<file path="src/rtl/opora_pkg.sv">
// opora_pkg: shared constants, error codes and FSM encoding for the opora loader.
`default_nettype none
package opora_pkg;

  localparam int NUM_OPORA = 200;
  localparam logic [15:0] MAGIC = 16'h4F50;
  localparam int GAP_CYC = 2;

  localparam int FRAME_LEN = 4 + 2 * NUM_OPORA + 2;
  localparam int ADDR_W = $clog2(NUM_OPORA);
  localparam int POS_W = $clog2(FRAME_LEN);
  localparam int GAP_W = $clog2(GAP_CYC + 1);

  localparam logic [7:0] NUM_BYTE = 8'(NUM_OPORA);
  localparam logic [POS_W-1:0] POS_CSUM = POS_W'(4 + 2 * NUM_OPORA);
  localparam logic [POS_W-1:0] POS_LAST = POS_W'(FRAME_LEN - 1);

  localparam logic [1:0] ERR_HDR = 2'd1;
  localparam logic [1:0] ERR_LEN = 2'd2;
  localparam logic [1:0] ERR_CSUM = 2'd3;

  typedef enum logic [2:0] {
    IDLE    = 3'd0,
    HDR     = 3'd1,
    PAYLOAD = 3'd2,
    CSUM    = 3'd3,
    DRAIN   = 3'd4,
    REPLAY  = 3'd5,
    GAP     = 3'd6
  } state_t;

endpackage
`default_nettype wire

</file>
<file path="src/rtl/opora_sample_ram.sv">
// opora_sample_ram: NUM_OPORA x 16 sample buffer, one write port, one registered read port.
`default_nettype none
module opora_sample_ram
  import opora_pkg::*;
(
  input  logic              clke,
  input  logic              i_we,
  input  logic [ADDR_W-1:0] i_waddr,
  input  logic [15:0]       i_wdata,
  input  logic              i_re,
  input  logic [ADDR_W-1:0] i_raddr,
  output logic [15:0]       o_rdata
);

  logic [15:0] r_mem [NUM_OPORA];
  logic [15:0] r_rdata;

  always_ff @(posedge clke) begin
    if (i_we) r_mem[i_waddr] <= i_wdata;
    if (i_re) r_rdata <= r_mem[i_raddr];
  end

  assign o_rdata = r_rdata;

endmodule
`default_nettype wire

</file>
<file path="src/rtl/opora_loader.sv">
// opora_loader: validates opora frames from the Ethernet RX path, buffers the samples
// and replays them as an opora_en/OPORA strobe burst only after the checksum passes.
`default_nettype none
module opora_loader
  import opora_pkg::*;
(
  input  logic        clke,
  input  logic        rst,
  input  logic        rx_valid,
  input  logic        rx_sof,
  input  logic        rx_eof,
  input  logic [7:0]  rx_data,
  output logic        opora_en,
  output logic [15:0] OPORA,
  output logic        busy,
  output logic        load_done,
  output logic        load_err,
  output logic [1:0]  err_code,
  output logic [7:0]  load_cnt
);

  state_t            r_state, w_state_nxt;
  logic [POS_W-1:0]  r_pos, w_pos_nxt, w_p;
  logic [7:0]        r_prev;
  logic [15:0]       r_acc, w_acc_nxt, w_word;
  logic [ADDR_W-1:0] r_waddr, w_waddr_nxt, r_raddr, w_raddr_nxt;
  logic [GAP_W-1:0]  r_gap, w_gap_nxt;
  logic              w_in_frame, w_take, w_we, w_re, w_err, w_hdr_bad, w_last_rd;
  logic [1:0]        w_code;
  logic              r_en, r_last, r_done, r_err;
  logic [1:0]        r_code;
  logic [7:0]        r_cnt;
  logic [15:0]       w_rdata;

  assign w_in_frame = (r_state == HDR) || (r_state == PAYLOAD) || (r_state == CSUM);
  assign w_take     = rx_valid && (w_in_frame || (r_state == IDLE && rx_sof));
  // A sof byte always restarts byte numbering at B0.
  assign w_p        = rx_sof ? '0 : r_pos;
  assign w_word     = {r_prev, rx_data};
  assign w_last_rd  = (r_raddr == ADDR_W'(NUM_OPORA - 1));
  assign w_hdr_bad  = (w_p == POS_W'(0) && rx_data != MAGIC[15:8]) ||
                      (w_p == POS_W'(1) && rx_data != MAGIC[7:0])  ||
                      (w_p == POS_W'(2) && rx_data != NUM_BYTE);

  always_comb begin
    w_state_nxt = r_state;
    w_pos_nxt   = r_pos;
    w_acc_nxt   = r_acc;
    w_waddr_nxt = r_waddr;
    w_raddr_nxt = r_raddr;
    w_gap_nxt   = r_gap;
    w_we        = 1'b0;
    w_re        = 1'b0;
    w_err       = 1'b0;
    w_code      = r_code;
    case (r_state)
      IDLE, HDR, PAYLOAD, CSUM: begin
        if (w_take) begin
          w_pos_nxt = w_p + POS_W'(1);
          if (rx_sof) begin
            w_acc_nxt   = '0;
            w_waddr_nxt = '0;
            if (w_in_frame) begin
              w_err  = 1'b1;
              w_code = ERR_LEN;
            end
          end
          if (w_pos_nxt < POS_W'(4))   w_state_nxt = HDR;
          else if (w_pos_nxt < POS_CSUM) w_state_nxt = PAYLOAD;
          else                           w_state_nxt = CSUM;
          // Odd payload positions carry the LSB byte that completes a sample.
          if (w_p >= POS_W'(4) && w_p < POS_CSUM && w_p[0]) begin
            w_we        = 1'b1;
            w_acc_nxt   = r_acc + w_word;
            w_waddr_nxt = r_waddr + ADDR_W'(1);
          end
          if (w_p == POS_LAST) begin
            w_pos_nxt = '0;
            if (!rx_eof) begin
              w_err       = 1'b1;
              w_code      = ERR_LEN;
              w_state_nxt = DRAIN;
            end else if (w_word != r_acc) begin
              w_err       = 1'b1;
              w_code      = ERR_CSUM;
              w_state_nxt = IDLE;
            end else begin
              w_state_nxt = REPLAY;
            end
          end else if (rx_eof) begin
            w_pos_nxt   = '0;
            w_err       = 1'b1;
            w_code      = ERR_LEN;
            w_state_nxt = IDLE;
          end else if (w_hdr_bad) begin
            w_pos_nxt   = '0;
            w_err       = 1'b1;
            w_code      = ERR_HDR;
            w_state_nxt = DRAIN;
          end
        end
      end
      DRAIN: begin
        if (rx_valid && rx_eof) w_state_nxt = IDLE;
      end
      REPLAY: begin
        w_re = 1'b1;
        if (w_last_rd) begin
          w_raddr_nxt = '0;
          w_state_nxt = GAP;
        end else begin
          w_raddr_nxt = r_raddr + ADDR_W'(1);
        end
      end
      GAP: begin
        if (r_gap == GAP_W'(GAP_CYC)) begin
          w_gap_nxt   = '0;
          w_state_nxt = IDLE;
        end else begin
          w_gap_nxt = r_gap + GAP_W'(1);
        end
      end
      default: w_state_nxt = IDLE;
    endcase
  end

  always_ff @(posedge clke or posedge rst) begin
    if (rst) begin
      r_state <= IDLE;
      r_pos   <= '0;
      r_prev  <= '0;
      r_acc   <= '0;
      r_waddr <= '0;
      r_raddr <= '0;
      r_gap   <= '0;
      r_en    <= 1'b0;
      r_last  <= 1'b0;
      r_done  <= 1'b0;
      r_err   <= 1'b0;
      r_code  <= 2'd0;
      r_cnt   <= 8'd0;
    end else begin
      r_state <= w_state_nxt;
      r_pos   <= w_pos_nxt;
      r_acc   <= w_acc_nxt;
      r_waddr <= w_waddr_nxt;
      r_raddr <= w_raddr_nxt;
      r_gap   <= w_gap_nxt;
      if (w_take) r_prev <= rx_data;
      // Strobe flags align with the RAM's one-cycle read latency.
      r_en    <= (r_state == REPLAY);
      r_last  <= (r_state == REPLAY) && w_last_rd;
      r_done  <= r_last;
      if (r_last) r_cnt <= r_cnt + 8'd1;
      r_err   <= w_err;
      r_code  <= w_code;
    end
  end

  opora_sample_ram u_ram (
    .clke    (clke),
    .i_we    (w_we),
    .i_waddr (r_waddr),
    .i_wdata (w_word),
    .i_re    (w_re),
    .i_raddr (r_raddr),
    .o_rdata (w_rdata)
  );

  // RAM output has no reset, so gate it to keep OPORA at 0 outside strobes.
  assign opora_en  = r_en;
  assign OPORA     = r_en ? w_rdata : 16'h0000;
  assign busy      = (r_state == REPLAY) || (r_state == GAP);
  assign load_done = r_done;
  assign load_err  = r_err;
  assign err_code  = r_code;
  assign load_cnt  = r_cnt;

endmodule
`default_nettype wire

</file>
<file path="config.mk">
export PLATFORM = sky130hd
export DESIGN_NAME = opora_loader
export DESIGN_NICKNAME = d
export VERILOG_FILES = /design/src/rtl/opora_pkg.sv /design/src/rtl/opora_sample_ram.sv /design/src/rtl/opora_loader.sv
export SDC_FILE = /design/constraint.sdc
export NUM_CORES = 2
export LEC_CHECK = 0
export ABC_AREA = 1
export CAP_MARGIN = 5
export CORE_ASPECT_RATIO = 2
export CORE_MARGIN = 8
export CORE_UTILIZATION = 55
export DETAILED_ROUTE_END_ITERATION = 8
export HOLD_SLACK_MARGIN = 0.05
export PLACE_DENSITY = 0.71
export SYNTH_ARGS = -nofsm -noshare
export SYNTH_HDL_FRONTEND = slang
export SYNTH_SLANG_ARGS = --single-unit
</file>
<file path="constraint.sdc">
create_clock -name clke -period 4.5 [get_ports clke]
set_input_delay 0.9 -clock clke [delete_from_list [all_inputs] [get_ports clke]]
set_output_delay 0.9 -clock clke [all_outputs]
set_load 0.01 [all_outputs]
</file>
Yosys cells after proc, flatten, opt, wreduce, memory -nomap -nowiden

Memories as Yosys holds them, arrays and structs flattened. A register that Yosys moved wholly into a read port is not among the register bits.
Cells that the tools add are included.

Word-level logic and storage cells: 110
Register bits: 68
Bits of input ports: 13
Memories kept: 1
RAM bits: 3,200
Output and inout port bits: 30

Memory list:

| memory      | words | width | rd ports | clocked after memory_dff | write ports | RTL line               | source |
|---|---|---|---|---|---|---|---|
| u_ram.r_mem | 200   | 16    | 1        | 1                        | 1           | opora_sample_ram.sv:15 | `logic [15:0] r_mem [NUM_OPORA];` |

$add $sub $neg: 6
Equal/unequal tests: 19
$lt $le $gt $ge: 4
Reductions and logical operators: 22
Multiplexer cells: 45

Operators with widths:

| operator              | number |
|---|---|
| $mux W16              | 3 |
| $mux W9               | 4 |
| $mux W3               | 9 |
| $add A8 B1 Y8 const B | 3 |
| $mux W8               | 3 |
| $lt A9 B9 Y1 const B  | 2 |
| $mux W2               | 9 |
| $add A16 B16 Y16      | 1 |
| $mux W1               | 16 |
| $ne A16 B16 Y1        | 1 |
| $ne A8 B7 Y1 const B  | 2 |
| $pmux W3 S4           | 1 |
| $add A9 B1 Y9 const B | 1 |
| $eq A3 B3 Y1 const B  | 3 |
| $eq A9 B1 Y1 const B  | 1 |
| $eq A9 B2 Y1 const B  | 1 |
| $eq A9 B9 Y1 const B  | 1 |
| $ge A9 B3 Y1 const B  | 1 |
| $logic_and A1 B1 Y1   | 9 |
| $logic_not A9 Y1      | 1 |
| $lt A9 B3 Y1 const B  | 1 |
| $eq A8 B8 Y1 const B  | 1 |
| $ne A2 B2 Y1 const B  | 4 |
| $ne A8 B8 Y1 const B  | 1 |
| other kinds (11)      | 17 |

Depth between registers and ports, before layout

Word-level depth: 10
Depth in mapped cells: 19
Depth with buffers taken out: 15

By module

Synthesis repeated with hierarchy kept, for this count alone.

Cell total of the unflattened synthesis: 11,356
Area total of the unflattened synthesis: 134,448.9 um^2

By module, submodules not included:

| module           | instances | cells each | seq. area each (um^2) | area each (um^2) |
|---|---|---|---|---|
| opora_sample_ram | 1         | 10,744     | 96,572.6              | 130,079.8 |
| opora_loader     | 1         | 612        | 1,701.6               | 4,369.2 |

Least setup slack after synthesis

Ideal clock, no wire load.

Path kind: reg2reg
From: reg r_prev[0]
To: reg r_err, in the netlist load_err
Setup time: 130 ps
Setup slack: 267 ps
Period minus slack after synthesis: 4,233 ps
Required time: 4,370 ps
Path buffers: 1
Arrival time: 4,102 ps
Stages on the path, launching flop included: 11
Cells stage by stage: dfrtp_1 ha_1 clkbuf_1 nor2_1 nand3_1 nor3_1 nand3_1 nor2_1 nor2_1 nor3_1 nor2_1

Word-level cells in the longest chain between the ends: 6

RTL lines:

| element                  | RTL line            | source |
|---|---|---|
| start: declaration       | opora_loader.sv:24  | `logic [7:0] r_prev;` |
| start signal: assignment | opora_loader.sv:149 | `if (w_take) r_prev <= rx_data;` |
| $ne A16 B16 Y1           | opora_loader.sv:83  | `end else if (w_word != r_acc) begin` |
| $mux W1                  | opora_loader.sv:83  |  |
| $mux W1                  | opora_loader.sv:79  | `if (!rx_eof) begin` |
| $mux W1                  | opora_loader.sv:77  | `if (w_p == POS_LAST) begin` |
| $mux W1                  | opora_loader.sv:58  | `if (w_take) begin` |
| $mux W1                  | opora_loader.sv:56  | `case (r_state)` |
| via w_err                | opora_loader.sv:28  | `logic w_in_frame, w_take, w_we, w_re, w_err, w_hdr_bad, w_last_rd;` |
| end signal: assignment   | opora_loader.sv:155 | `r_err <= w_err;` |
| end: declaration         | opora_loader.sv:30  | `logic r_en, r_last, r_done, r_err;` |

The timed path passes the listed nets, and every way through them passes these cells.
A chain may end at the register's enable or synchronous reset.

==> results.md <==
* Clock root buffer: clkbuf_16
* Initial Util at 0.551
* Setup TNS at 0 ps
* Pin count of the biggest net entering global routing at 161
* GRT Overall Usage at 0.312
* Row count at 260
* CTS tree: done
* Global-route wire length before repair at 611000 um
* Pwr dens at 565 nW/um^2
* DIE AREA at 268000 sq um
* RSZ-0062 raised after global routing: false
* Io pins at 43
* Startpoint Class: register
* Fill cells at 19400
* CP most frequent cell: nand2_1
* Slew margin rel. at 0.126
* Unique masters post-synth at 47
* Final Hold Viols at 0
* Core area at 250000 sq um
* Pre-antenna DRT Iters at 8
* Data arrival, critical path at 4810 ps
* Routed wire length at 425000 um
* Buffers & Inverters on Critical Path at 3
* Min Clock Period, post-route at 4200 ps
* Gates resized, CTS repair at 0
* Area grow syn2layout at 10.7%
* Slowest cell on the critical path: dfrtp_4
* Cell chain of the critical path: inv_8, buf_12, nand3_1, nand2_1, nand2_1, nand2_1, inv_1, nand2_1, nand2_1, nand2_1, nor2_1, nand2_1, nand3_1, nand2_1
* Top cell type's share of synthesized area at 0.700
* Worst Tran Pin Value at 1300 ps
* Max incr delay on CP at 870 ps
* Number of global-route vias before repair at 93400
* GP Congestion at 0.995
* H-tree depth at 5
* Fraction of layout cells with a size suffix above 1 at 0.0741
* Syn_nets at 12700
* RR Endpoint: u_ram.o_rdata[14]$_DFFE_PP_
* Prevailing post-synth register cell: edfxtp_1
* Max FO, Critical Path at 69
* Vias/cell at 5.84
* R2R Setup Slk at 300 ps
* Vias at 94100
* Top delay family on crit path: simple AND/OR/NAND/NOR gates
* Critical Path RT at 5120 ps
* Slew Viols, Final at 0
* Die Y at 724 um
* Total of max-cap violations at 0
* Die extent in x at 370 um
* # nets final at 12700
* Max Fclk at 0.238 GHz
* #FFs+latches synth at 3284
* Area leader, netlist: edfxtp_1
* Post-Syn Area at 138000 sq um
* Setup violators final at 0
* Top cells by count, synth: 3217 x nand2_1, 3216 x edfxtp_1, 1991 x nor2_1
* Post-Synthesis Cells at 12700
* Setup crit start: r_raddr[1]$_DFFE_PP0P_
* Top-count cell post-synth: nand2_1
* Top post-synthesis cells by area: edfxtp_1 70%, nand2_1 8.8%, nor2_1 5.4%
* CP endpoint: u_ram.o_rdata[14]$_DFFE_PP_
* CTS buffer count at 285
* R2R depth at 14
* Initial DRC Count at 10400
* Drt wl/cell at 26.4 um
* Fin util at 0.610
* Yosys warnings at 0
* WS Path Type: reg -> reg
* Clock-pin slew on the worst setup and hold paths at 70 ps
* Status: finished, final reports clean
* CP Capture Type: register
* Worst vdd ir at 0.482 mV
* Ys async rst share at 0.0207
* Worst-case clock buffer depth at 4
* Register area share after synthesis at 0.712
* Number of synthesized flops with an enable pin at 3216
* Crit share post-route at 0.932
* Hold crit path type: in -> async
* Post-CTS Hold Buffers at 0
* Worst R2R Start: r_raddr[1]$_DFFE_PP0P_
* Clock Skew at 47.5 ps
* Initial antenna violation count at 14
* Overflow after GRT at 0
* DP Wirelength at 265000 um
* Avg Inst Size Synth at 10.9 sq um
* Postcts setup bufs at 0
* IO Port Bufs at 42
* Routed Antenna Nets at 0
* Num Clock Sinks at 3284
* # DRC at 0
* Worst-Skew Late Latency at 880 ps
* LEAKAGE at 57.4 nW
* Crit path depth at 14
-- kinds of logic after synthesis --
group | share of synthesized area
compound gates | 0.0506
xor+xnor | 0.00114
fa+ha+maj | 0.00205
buf+inv | 0.0496
flops | 0.712
mux | 0.0000816
simple gates | 0.184
-- stage by stage --
| stage | setup slack, ps | instances | power [mW] | hold WS, ps | cell area, sq um |
|---|---|---|---|---|---|
| 6_report | 304 | 16100 | 86.2 | 252 | 153000 |
| 4_1_cts | 714 | 16100 | 85.9 | 202 | 152000 |
| 3_5_place_dp | 53.5 | 15600 | 61.6 | 468 | 143000 |
| 3_3_place_gp | 85.2 | 15600 | 61.2 | 458 | 143000 |
| 2_1_floorplan | 267 | 12700 | 51.6 | 446 | 138000 |
| 5_1_grt | 357 | 16100 | 89.2 | 279 | 153000 |
-- per-layer routing --
metal  GRT usage  wire, um  share of wire
met4       0.283     47900           0.11
met1       0.341    139000           0.33
met2       0.521    205000           0.48
met3      0.0505     33900          0.080
met5           0        64        0.00015
-- where the power goes --
| part | leakage (nW) | internal [mW] | total, mW | switching [mW] |
|---|---|---|---|---|
| Sequential | 29.9 | 35.8 | 36.5 | 0.719 |
| Clock | 4.45 | 13.7 | 24.7 | 11.0 |
| Combinational | 23.0 | 6.05 | 25.0 | 19.0 |
| Total | 57.4 | 55.5 | 86.2 | 30.7 |
-- how the worst min path moves through the flow --
stage / from / endpoint / slack [ps] / cells past startpoint
after global placement: r_acc[12]$_DFFE_PP0P_ / r_acc[12]$_DFFE_PP0P_ / 460 / 2
final: rst / load_cnt[7]$_DFFE_PP0P_ / 250 / 2
after CTS: rst / load_cnt[5]$_DFFE_PP0P_ / 200 / 2
after global routing: rst / load_cnt[5]$_DFFE_PP0P_ / 280 / 2
after floorplan: r_acc[0]$_DFFE_PP0P_ / r_acc[0]$_DFFE_PP0P_ / 450 / 2
after detailed placement: r_acc[5]$_DFFE_PP0P_ / r_acc[5]$_DFFE_PP0P_ / 470 / 2
-- layout by cell type, fill, tap and decap left out, types with 42 or more instances in the layout --
cell,netlist,final
nor3_2,50,111
dfrtp_1,68,57
inv_1,929,926
clkbuf_16,0,294
o21ai_0,1065,1065
edfxtp_1,3216,3216
nand3_1,944,940
a21oi_1,103,103
clkinv_2,0,48
nor2_1,1991,1984
clkbuf_1,320,42
o211ai_1,65,65
nand2_1,3217,3212
buf_12,0,74
buf_4,25,290
clkinv_1,21,76
-- cell type report --
| cell class | instances | area (sq um) | share of cell area |
|---|---|---|---|
| Sequential cell | 3284 | 98300 | 0.644 |
| Antenna cell | 6 | 15.0 | 0.0000984 |
| Clock inverter | 167 | 1620 | 0.0106 |
| Tap cell | 3275 | 4100 | 0.0268 |
| Timing Repair Buffer | 414 | 4200 | 0.0275 |
| Multi-Input combinational cell | 7686 | 33200 | 0.218 |
| Inverter | 957 | 3630 | 0.0238 |
| Clock buffer | 336 | 7510 | 0.0492 |
-- sequential cells by signal (all words and copies together), names as in the netlist --
signal	flops
u_ram.r_mem	3200
r_acc	16
u_ram.o_rdata	16
r_pos	9
load_cnt	8
r_prev	8
r_raddr	8
r_waddr	8
r_state	3
err_code	2
r_gap	2
load_done	1
load_err	1
opora_en	1
r_last	1
Power figures use the tool's default switching activity.
